[config.mk]
export PLATFORM = sky130hd
export DESIGN_NAME = pipelined_cla_adder
export DESIGN_NICKNAME = d
export VERILOG_FILES = /design/src/rtl/pipelined_cla_adder.sv
export SDC_FILE = /design/constraint.sdc
export NUM_CORES = 1
export LEC_CHECK = 0
export CORE_MARGIN = 2
export CORE_UTILIZATION = 55
export DETAILED_ROUTE_END_ITERATION = 12
export PLACE_DENSITY = 0.88
export SYNTH_ARGS = -nofsm -noshare
export SYNTH_HDL_FRONTEND = slang
export SYNTH_SLANG_ARGS = --single-unit
export TNS_END_PERCENT = 50
[constraint.sdc]
create_clock -name clk -period 2.75 [get_ports clk]
set_input_delay 0.275 -clock clk [delete_from_list [all_inputs] [get_ports clk]]
set_output_delay 0.275 -clock clk [all_outputs]
set_load 0.1 [all_outputs]
[src/rtl/pipelined_cla_adder.sv]
// Pipelined carry-look-ahead adder/subtractor. The pipe handles one GROUP-bit look-ahead block per stage.
// Operands and partial sums move through it skewed, under a valid/ready handshake with a global stall.
module pipelined_cla_adder #(
    parameter int WIDTH = 16,
    parameter int GROUP = 4
) (
    input  logic             clk,
    input  logic             rst,
    input  logic             in_valid,
    output logic             in_ready,
    input  logic [WIDTH-1:0] a,
    input  logic [WIDTH-1:0] b,
    input  logic             cin,
    input  logic             sub,
    output logic             out_valid,
    input  logic             out_ready,
    output logic [WIDTH-1:0] sum,
    output logic             cout,
    output logic             ovf
);
    localparam int N = WIDTH / GROUP;

    // Returns {carry into top bit, carry out, group sum}.
    // Each carry is a flat sum of generate/propagate products, so no carry ripples inside the group.
    function automatic logic [GROUP+1:0] cla_group(
        input logic [GROUP-1:0] ga,
        input logic [GROUP-1:0] gb,
        input logic             c0
    );
        logic [GROUP-1:0] g;
        logic [GROUP-1:0] p;
        logic [GROUP:0]   c;
        logic             term;
        g    = ga & gb;
        p    = ga ^ gb;
        c    = '0;
        c[0] = c0;
        for (int i = 0; i < GROUP; i++) begin
            term = c0;
            for (int j = 0; j <= i; j++) begin
                term = term & p[j];
            end
            c[i+1] = term;
            for (int j = 0; j <= i; j++) begin
                term = g[j];
                for (int k = j + 1; k <= i; k++) begin
                    term = term & p[k];
                end
                c[i+1] = c[i+1] | term;
            end
        end
        return {c[GROUP-1], c[GROUP], p ^ c[GROUP-1:0]};
    endfunction

    logic             advance_s;
    logic [GROUP+1:0] grp_s;
    logic [GROUP+1:0] last_s;

    logic             vld_q  [0:N-1];
    logic             vld_d  [0:N-1];
    logic [WIDTH-1:0] opa_q  [0:N-1];
    logic [WIDTH-1:0] opa_d  [0:N-1];
    logic [WIDTH-1:0] opb_q  [0:N-1];
    logic [WIDTH-1:0] opb_d  [0:N-1];
    logic [WIDTH-1:0] psum_q [0:N-1];
    logic [WIDTH-1:0] psum_d [0:N-1];
    logic             cry_q  [0:N-1];
    logic             cry_d  [0:N-1];

    logic             out_valid_q;
    logic             out_valid_d;
    logic [WIDTH-1:0] sum_q;
    logic [WIDTH-1:0] sum_d;
    logic             cout_q;
    logic             cout_d;
    logic             ovf_q;
    logic             ovf_d;

    assign advance_s = !out_valid_q || out_ready;
    assign in_ready  = advance_s;
    assign out_valid = out_valid_q;
    assign sum       = sum_q;
    assign cout      = cout_q;
    assign ovf       = ovf_q;

    // Next-state of every stage: entry capture, one look-ahead group per stage, final group into the output.
    always_comb begin
        grp_s     = '0;
        vld_d[0]  = in_valid;
        opa_d[0]  = a;
        opb_d[0]  = sub ? ~b : b;
        cry_d[0]  = sub ? 1'b1 : cin;
        psum_d[0] = '0;
        for (int k = 1; k < N; k++) begin
            grp_s     = cla_group(opa_q[k-1][(k-1)*GROUP +: GROUP],
                                  opb_q[k-1][(k-1)*GROUP +: GROUP], cry_q[k-1]);
            vld_d[k]  = vld_q[k-1];
            opa_d[k]  = opa_q[k-1];
            opb_d[k]  = opb_q[k-1];
            cry_d[k]  = grp_s[GROUP];
            psum_d[k] = psum_q[k-1];
            psum_d[k][(k-1)*GROUP +: GROUP] = grp_s[GROUP-1:0];
        end
        last_s = cla_group(opa_q[N-1][(N-1)*GROUP +: GROUP],
                           opb_q[N-1][(N-1)*GROUP +: GROUP], cry_q[N-1]);
        out_valid_d = vld_q[N-1];
        // Empty slots present zeros so stale stage data never reaches the outputs.
        if (vld_q[N-1]) begin
            sum_d = psum_q[N-1];
            sum_d[(N-1)*GROUP +: GROUP] = last_s[GROUP-1:0];
            cout_d = last_s[GROUP];
            ovf_d  = last_s[GROUP+1] ^ last_s[GROUP];
        end else begin
            sum_d  = '0;
            cout_d = 1'b0;
            ovf_d  = 1'b0;
        end
    end

    // Valid bits and output registers: cleared by reset, frozen while the pipe is stalled.
    always_ff @(posedge clk) begin
        if (rst) begin
            for (int k = 0; k < N; k++) begin
                vld_q[k] <= 1'b0;
            end
            out_valid_q <= 1'b0;
            sum_q       <= '0;
            cout_q      <= 1'b0;
            ovf_q       <= 1'b0;
        end else if (advance_s) begin
            for (int k = 0; k < N; k++) begin
                vld_q[k] <= vld_d[k];
            end
            out_valid_q <= out_valid_d;
            sum_q       <= sum_d;
            cout_q      <= cout_d;
            ovf_q       <= ovf_d;
        end
    end

    // Stage data registers: no reset needed, since they only matter behind a set valid bit.
    always_ff @(posedge clk) begin
        if (advance_s) begin
            for (int k = 0; k < N; k++) begin
                opa_q[k]  <= opa_d[k];
                opb_q[k]  <= opb_d[k];
                psum_q[k] <= psum_d[k];
                cry_q[k]  <= cry_d[k];
            end
        end
    end

endmodule

==> summary.txt, run 1 <==
Logic synthesis
  – Yosys top cell area share: a little under three quarters
  – Post-synthesis mux area share: less than 1%
  – Netlist cell types: 26
  – Post-synthesis compound-gate area fraction: under 10%
  – Xor/xnor share of the synthesized area: under 10%
  – Synth area leader: edfxtp_1
  – Adder-cell share of the synthesized area: under 10%
  – Synth Instances: approximately 250
  – Synthesized area: 4740 um2
  – Synth Warn #: 0
  – Post-synthesis register bit count: around 130
  – Main combinational cell family by area after synthesis: adder cells
  – Top post-synthesis cells by area: edfxtp_1, dfxtp_1, ha_1
  – Seq/Total Area, Yosys: about four fifths
  – Post-Synth Simple-Gate Area: around 3.6%
  – Post-Syn Nets: 316
  – Mean post-synth cell area: 18.7 um2

Timing
  – Setup-failing EPs final: 0
  – Skew final: about 0.0084 ns
  – Worst-Margin Slew: between 0.5 and 0.6 ns
  – TNS Setup: 0 ns
  – Relative slew slack: between 60 and 70%
  – Period utilisation layout: between 70% and 80%
  – Hold Vio Cnt, Final: 0
  – Minimum clock period: roughly 1.9 ns
  – Max Fclk: ~520 MHz
  – Final Slew Violations: 0
  – RSZ-0062 raised after global routing: false

Place
  – IO Port Bufs: 57
  – Placed Area: about 5400 um2
  – DP HPWL: approximately 4200 um
  – Final GP Congestion: around 0.73
  – Placed insts: 416

Final layout
  – Nets@finish: between 300 and 400
  – Finished Layout Cells: around 450
  – Most frequent cells in the layout: edfxtp_1, clkdlybuf4s50_1, buf_4
  – Post-route cell area: between 6000 and 7000 um2
  – Diodes inserted: 0
  – Final core occ: approximately 72%
  – Most common cell after layout, fill and taps aside: edfxtp_1
  – Syn-to-layout area delta: 26.8%
  – # fillers: a little under 500
  – Share of cells above drive strength 1: between 15 and 20%

Global routing
  – Initial antenna violation count: 0
  – Largest net degree at the start of global routing: between 40 and 50
  – GRT Util Overall: 16.7%
  – GR Overflow Total: 0
  – Met2 GRT Util: 28.0%
  – M3 GR Usage: under 10%
  – GR peak layer: met2
  – Met1 usage: 18.5%
  – Vias in the first global route: roughly 2.5k
  – Global-route wire length before repair: ~12000 um

Routing
  – DR pass1 iterations: 4
  – DR vias/cell: between 5 and 6
  – DR WL/cell: about 16 um
  – Final wirelength: between 7000 and 8000 um
  – Via count: roughly 2.2k
  – DRC: 0
  – Final ANT Viol Nets: 0
  – DR iter-0 viols: 136

Clock network
  – Clk buf depth: 2
  – Clock transition at path regs: around 0.050 ns
  – Inserted Clock Buffers: 17
  – # Post-CTS Setup Buffers: 0
  – CTS Root Cell: clkbuf_8
  – CTS sink cnt: between 100 and 150
  – CTS tree: yes
  – CTS resizes: 0
  – Hold-fix buffers at CTS: 0
  – Worst skew pair latency: 0.51 ns
  – CTS H-tree depth: 4

Critical path
  – Startpoint Class: flip-flop
  – Largest stage delay, worst path: between 0.4 and 0.5 ns
  – Crit path required time: 2.48 ns
  – CP delay by family, top: buffers and inverters
  – Reg2Reg Setup Slack: about 0.84 ns
  – Crit Path Max Fanout: 48
  – Crit path kind: reg2out
  – FF-to-FF path depth: 6
  – RR Startpoint: opa_q[0][0]
  – CP cell instances: nor2b_4 -> inv_4 -> buf_12
  – Crit end category: primary output
  – Crit-path slowest cell: inv_4
  – Capturing point of the worst reg2reg path: cry_q[1]
  – Cell depth of the worst setup path: 3
  – Worst Path Buf+Inv: 2
  – Arrival time of the worst setup path: roughly 1.7 ns

Die
  – Width of the die: about 97 um
  – Die Height: a little under 100 um
  – I/O Pins: 58
  – Num rows: 33
  – Initial Util: approximately 57%
  – Die Area: ~9400 um2
  – Core Area: 8300 um2

Outcome
  – Status: finished, final reports clean

Min path
  – Hold Path Class: in2reg
  – Worst Min Path Start: a[7]
  – Hold EP: opa_q[0][7]
  – Hold Path Stages: 1

Power and ir drop
  – Total power: between 5 and 6 mW
  – P_leak: between 2 and 2.5 nW
  – P per Cell Area: about 850 nW/um2
  – Worst vdd ir: between 500 and 600 uV

Job
  – Maxcap violations: 0
-- metal layers --
layer	part of all wire (%)	routed length, um
met3	4.5	320
met2	52	3670
met4	2.4	170
met1	41	2880
met5	0	0
-- through the flow --
| stage | worst slack (ns) | hold slack [ns] |
|---|---|---|
| 4_1_cts | 0.773 | 0.293 |
| 5_1_grt | 0.704 | 0.299 |
| 6_report | 0.817 | 0.320 |
| 2_1_floorplan | 0.162 | 0.347 |
| 3_5_place_dp | 0.682 | 0.405 |
| 3_3_place_gp | 0.736 | 0.402 |
-- worst reg2reg max path: stages, from the launching register on --
cell and delay [ns]:
edfxtp_1 0.43, ha_1 0.32, ha_1 0.20, o21a_1 0.19, o21a_1 0.21, o21ai_0 0.24
nand2b_1 0.08
-- synthesized netlist by cell type --
cell type	n
a22o_1	12
or2_2	1
o21a_1	6
o21ai_0	10
dfxtp_1	19
o211ai_1	1
xor2_1	20
xnor2_1	5
nand2_1	8
mux2i_1	1
nor2b_4	1
nor3_1	3
nor2_2	1
buf_4	2
a21oi_1	2
edfxtp_1	112
nor2_4	1
buf_2	1
nand2b_1	4
fa_1	4
nor2_1	9
buf_6	1
inv_2	1
inv_1	4
ha_1	20
and2_1	5
-- area by class of cell --
cell class | count | area, um2 | area share [%]
clock buffer | 18 | 418 | 6.95
clock inverter | 14 | 186 | 3.10
inverter | 5 | 21.3 | 0.354
multi-input combinational | 114 | 950 | 15.8
sequential | 131 | 3740 | 62.3
tap | 105 | 131 | 2.18
timing repair buffer | 61 | 563 | 9.36
-- worst max-delay path by stage --
stage | endpoint | slack, ns | startpoint
after detailed placement | psum_q[2][3] | 0.68 | out_ready
after global routing | in_ready | 0.70 | out_valid
final | in_ready | 0.82 | out_valid
after floorplan | vld_q[0][0] | 0.16 | out_valid
after global placement | psum_q[2][0] | 0.74 | out_ready
after CTS | in_ready | 0.77 | out_valid
-- state kept, by name, indices dropped and copies added, names as in the netlist --
register and count:
ovf 1, out_valid 1, cry_q 4, opb_q 40, cout 1, sum 16
psum_q 24, opa_q 40, vld_q 4
-- where the power goes --
part / internal [mW] / switching (mW)
Combinational: 0.160 / 0.174
Clock: 1.47 / 0.790
Sequential: 2.43 / 0.0840
Total: 4.06 / 1.05
-- cell families after synthesis --
group | Yosys count
buffers and inverters | 9
DFF | 131
and+or+nand+nor | 33
muxes | 1
AOI/OAI and AO/OA | 31
xor gates and xnor gates | 25
adders and majority gates | 24
No activity file was read; power rests on OpenSTA's default activity.
==> run 2: changes to the inputs <==
Clock period 2.75 ns to 1.8 ns, I/O delays scaled along.
==> run 2 against run 1 <==
Against the previous run:
- die area is the same
- first-iteration DRC count increased by 3.7%
- sequential power increased by 52%
- worst hold slack worse by 0.095 ns
- global-route usage shrank 1.4 points
- register-to-register slack got worse by 0.84 ns
==> summary.txt, run 2 (same netlist as run 1, synthesis figures left out) <==
Place
  – Pre-CTS setup slack: about 0.0012 ns
  – Final GP Congestion: between 0.7 and 0.8
  – DP HPWL: ~4400 um
  – Placed insts: 420
  – IO Port Bufs: 57

Timing
  – Minimum clock period: approximately 1.8 ns
  – Fin Hold WS: between 0.2 and 0.25 ns
  – Worst-Margin Slew: ~0.41 ns
  – Worst setup margin: 0.000234 ns
  – Max Fclk: approximately 560 MHz
  – Hold Vio Cnt, Final: 0
  – RSZ-0062 raised after global routing: true
  – Setup-failing EPs final: 0
  – Relative slew slack: around 73%
  – Final Slew Violations: 0
  – Period utilisation layout: around 100%
  – Skew final: around 0.0075 ns

Power and ir drop
  – Total power: between 7 and 8 mW
  – Worst vdd ir: between 900 and 1000 uV
  – P_leak: roughly 2.4 nW
  – P per Cell Area: between 1000 and 1500 nW/um2

Global routing
  – GR Overflow Total: 0
  – GRT Util Overall: 15.3%
  – Initial antenna violation count: 0
  – Largest net degree at the start of global routing: 37
  – Global-route wire length before repair: between 10000 and 15000 um
  – Vias in the first global route: between 2k and 2.5k

Critical path
  – Largest stage delay, worst path: between 0.4 and 0.5 ns
  – Crit path kind: reg2reg
  – Crit-path slowest cell: edfxtp_1
  – Startpoint Class: flip-flop
  – FF-to-FF path depth: 6
  – Crit Path Max Fanout: 3
  – Worst Path Buf+Inv: 0
  – CP cell instances: ha_1 -> ha_2 -> o21a_1 -> o21a_1 -> o21ai_1 -> nand2b_1
  – Arrival time of the worst setup path: just over 2 ns
  – Crit end category: flip-flop
  – CP delay by family, top: compound AO/OA/AOI/OAI gates
  – Cell depth of the worst setup path: 6
  – Most numerous cell on the critical path: o21a_1
  – Crit path required time: around 2.1 ns

Routing
  – DR WL/cell: about 15 um
  – Final wirelength: approximately 6700 um
  – Via count: roughly 2.3k
  – Final ANT Viol Nets: 0
  – DRC: 0
  – DR vias/cell: 5.01
  – DR iter-0 viols: about 140
  – DR pass1 iterations: 4

Final layout
  – Nets@finish: between 400 and 500
  – Finished Layout Cells: 459
  – Most frequent cells in the layout: edfxtp_1, clkdlybuf4s50_1, buf_4
  – Diodes inserted: 0
  – Top Registers: opa_q (40), opb_q (40), psum_q (24)
  – Syn-to-layout area delta: 28.6%
  – Most common cell after layout, fill and taps aside: edfxtp_1
  – Share of cells above drive strength 1: 21.5%

Clock network
  – CTS sink cnt: between 100 and 150
  – Clock transition at path regs: 0.06 ns
  – Worst skew pair latency: a little over 0.5 ns
  – CTS Root Cell: clkbuf_8
  – CTS tree: yes
  – Inserted Clock Buffers: 17
  – CTS H-tree depth: 4
  – Clk buf depth: 2

Die
  – Width of the die: slightly below 100 um
  – Core Area: roughly 8300 um2
  – Die Height: 96.9 um
  – Die Area: around 9400 um2
  – Num rows: 33
  – I/O Pins: between 50 and 60
  – Initial Util: 57.2%

Job
  – Maxcap violations: 0

Min path
  – Hold Path Stages: 1
  – Hold Path Class: in2reg

Outcome
  – Status: finished, final reports clean
## run 2: area by class of cell
class                      count  area [um2]
multi-input combinational    114         957
clock inverter                10        71.3
sequential                   131        3750
inverter                       5        37.5
clock buffer                  22         495
timing repair buffer          72         658
fill                         475        2200
tap                          105         131
## run 2: path summary, 6_finish.rpt
check | start | endpoint | slack, ns
min | a[6] | opa_q[0][6] | 0.22
min reg2reg | opb_q[1][8] | opb_q[2][8] | 0.41
max | opb_q[0][0] | cry_q[1] | 0.0002
max reg2reg | opb_q[0][0] | cry_q[1] | 0.0002
## run 2: where the power goes
group / switching [mW] / leakage [nW] / internal, mW / total [mW]
logic: 0.275 / 0.780 / 0.277 / 0.551
registers: 0.111 / 1.34 / 3.71 / 3.82
clock network: 1.21 / 0.270 / 1.93 / 3.14
total: 1.59 / 2.39 / 5.92 / 7.51
## run 2: repair_timing
item                       4_1_cts  5_1_grt
gates cloned                     0        0
setup endpoints to repair        3        6
resized for setup                2        4
hold buffers                     0        0
pin swaps                        0        9
buffers inserted                 2        5
## run 2: worst register-to-register path: cells and delay by family (launching register included)
| family | cells | cell delay, ns |
|---|---|---|
| AO/OA/AOI/OAI | 3 | 0.58 |
| adder cells (fa/ha/maj) | 2 | 0.50 |
| flip-flops | 1 | 0.41 |
| AND/OR/NAND/NOR | 1 | 0.07 |
## run 2: metrics by stage
step	setup TNS, ns	area (um2)	utilization (%)
global route	-0.203	6100	73.5
global placement	0	5470	65.9
detailed placement	0	5470	65.9
CTS	0	6060	73.0
floorplan	0	4770	-
finish	0	6100	73.5
## run 2: metal layers
layer | GRT usage, % | wire length (um) | up-vias
met5 | 0 | 0 | -
met4 | 9.53 | 214 | 0
met3 | 5.35 | 310 | 20
met2 | 26.3 | 3480 | 64
met1 | 15.8 | 2730 | 1093
li1 | - | - | 1124
==> patch (config.mk and constraints of run 1) <==
Register the output `ovf` once more; this adds one clock of latency there. The other outputs are not delayed to match.
--- a/src/rtl/pipelined_cla_adder.sv
+++ b/src/rtl/pipelined_cla_adder.sv
@@ -81,7 +81,9 @@
     assign out_valid = out_valid_q;
     assign sum       = sum_q;
     assign cout      = cout_q;
-    assign ovf       = ovf_q;
+    always_ff @(posedge clk) begin
+        ovf <= ovf_q;
+    end
 
     // Next-state of every stage: entry capture, one look-ahead group per stage, final group into the output.
     always_comb begin
Check against the original RTL: not equivalent (a bounded check fails within 10 cycles, from zero or initial values and one cycle with rst high).
==> patch against run 1 <==
- fmax up 0.76%
- cell area up 0.12%
- clock power down 4%
- synthesized area up 0.42%
- via count up 2.0%
- synthesized cell count up 0.39%
- die area up 0.40%
- wire length up 1.9%
- worst setup slack better by 0.015 ns
- power down 1.3%
- global-route usage down 0.33 points
- clock skew down 0.0038 ns
- sequential cell count up 1
- non-clock buffer count unchanged
- highest routed layer unchanged
==> patch: results (changes against run 1) <==
** Outcome
- Outcome :: finished clean (unchanged)

** Global routing
- Wire length of the first global-routing pass :: 11.5 mm (was 11.7 mm)
- GR met3 Demand/Resource :: 5.54% (was 5.49%)
- Fraction of met1 tracks used by global routing :: 17.7% (was 18.5%)
- The pin count of the biggest net entering global routing was 45 (was 49).

** Placed design
- Total placed cells including tap cells :: 417 (was 416)
- Placed wire-length estimate :: 4.31 mm (was 4.20 mm)

** Pwr
- Switching share of power :: 20.4% (was 20.5%)
- The worst-case vdd ir drop is 0.500 mV (was 0.509 mV).

** Route
- The first-pass iteration count of the detailed router came to 5 (was 4).
- Violation count after the first detailed-route iteration :: 153 (was 136)
- The detailed-routing wirelength on met1 came to 2.87 mm (was 2.88 mm).
- The wire length after detailed routing is 7.17 mm (was 7.04 mm).
- The wire length on met2 came to 3.78 mm (was 3.67 mm).

** Logic synthesis
- The post-synthesis average cell area came to 18.7 um2 (about the same).
- Arithmetic-cell share of the synthesized area counting full adders, half adders and majority gates :: 6.93% (was 6.96%)
- The part of the Yosys area used for sequential elements came to 79.0% (was 78.9%).
- The post-synthesis compound-gate area fraction is 4.57% (was 4.59%).
- Synth Area in XOR/XNOR :: 4.60% (was 4.62%)
- Cell types occupying the most area after synthesis :: edfxtp_1 (71%), dfxtp_1 (8.4%), ha_1 (5.3%), xor2_1 (3.7%), a22o_1 (2.2%) (was edfxtp_1 (71%), dfxtp_1 (8.0%), ha_1 (5.3%), xor2_1 (3.7%), a22o_1 (2.2%))
- Multiplexer share of the synthesized area :: 0.210% (was 0.211%)

** Timing
- The worst clock skew is 0.00465 ns (was 0.00842 ns).
- The hold slack was 0.317 ns (was 0.320 ns).

** Layout
- Number of filler cells placed in the layout :: 466 (was 490)
- Layout cells sized above 1 :: 16.9% (about the same)
- Final nets :: 393 (was 392)

** Setup path
- Crit-path max FO :: 3 (was 48)
- The worst endpoint data arrival time was 2.18 ns (was 1.66 ns).
[patch: final timing paths]
check / start / end / cells after the start
setup / recovery: opa_q[2][8] / cry_q[3] / 6
hold / removal: a[0] / opa_q[0][0] / 1
setup reg to reg: opa_q[2][8] / cry_q[3] / 6
hold reg to reg: ovf_q / ovf / 0
[patch: metrics by stage]
step                      power [uW]  setup WS, ns  area [um2]  utilization (%)
after floorplan                 2740         0.162        4770                -
after global placement          2840         0.768        5430             65.4
after detailed placement        2890         0.717        5430             65.4
after CTS                       5080         0.803        6020             72.5
after global routing            5220         0.701        6020             72.5
final                           5040         0.832        6020             72.5
[patch: cells by family (layout without fill, tap and decap cells)]
logic type | after synthesis | in the layout
AND/OR/NAND/NOR | 33 | 33
XOR/XNOR | 25 | 25
multiplexers | 1 | 1
AO/OA/AOI/OAI | 31 | 31
flip-flops | 132 | 132
adder cells (fa/ha/maj) | 24 | 24
buffers and inverters | 9 | 98
[patch: power groups by stage]
stage / clock network [uW] / logic, uW / registers (uW)
floorplan: 0 / 181 / 2560
global placement: 0 / 299 / 2540
detailed placement: 0 / 325 / 2560
CTS: 2200 / 343 / 2530
global route: 2300 / 371 / 2550
finish: 2170 / 339 / 2530
[patch: worst max-delay path, cell delays in order (launching register included)]
cell      delay, ns
edfxtp_1       0.42
ha_1           0.33
ha_1           0.22
o21a_1         0.23
o21a_1         0.21
o21ai_0        0.19
nand2b_1       0.08
[patch: cell type report]
| type | instances | share of cell area (%) |
|---|---|---|
| clock buffer | 25 | 8.77 |
| clock inverter | 7 | 1.06 |
| inverter | 5 | 0.353 |
| multi-input combinational | 114 | 15.8 |
| sequential | 132 | 62.5 |
| tap | 105 | 2.18 |
| timing repair buffer | 61 | 9.35 |
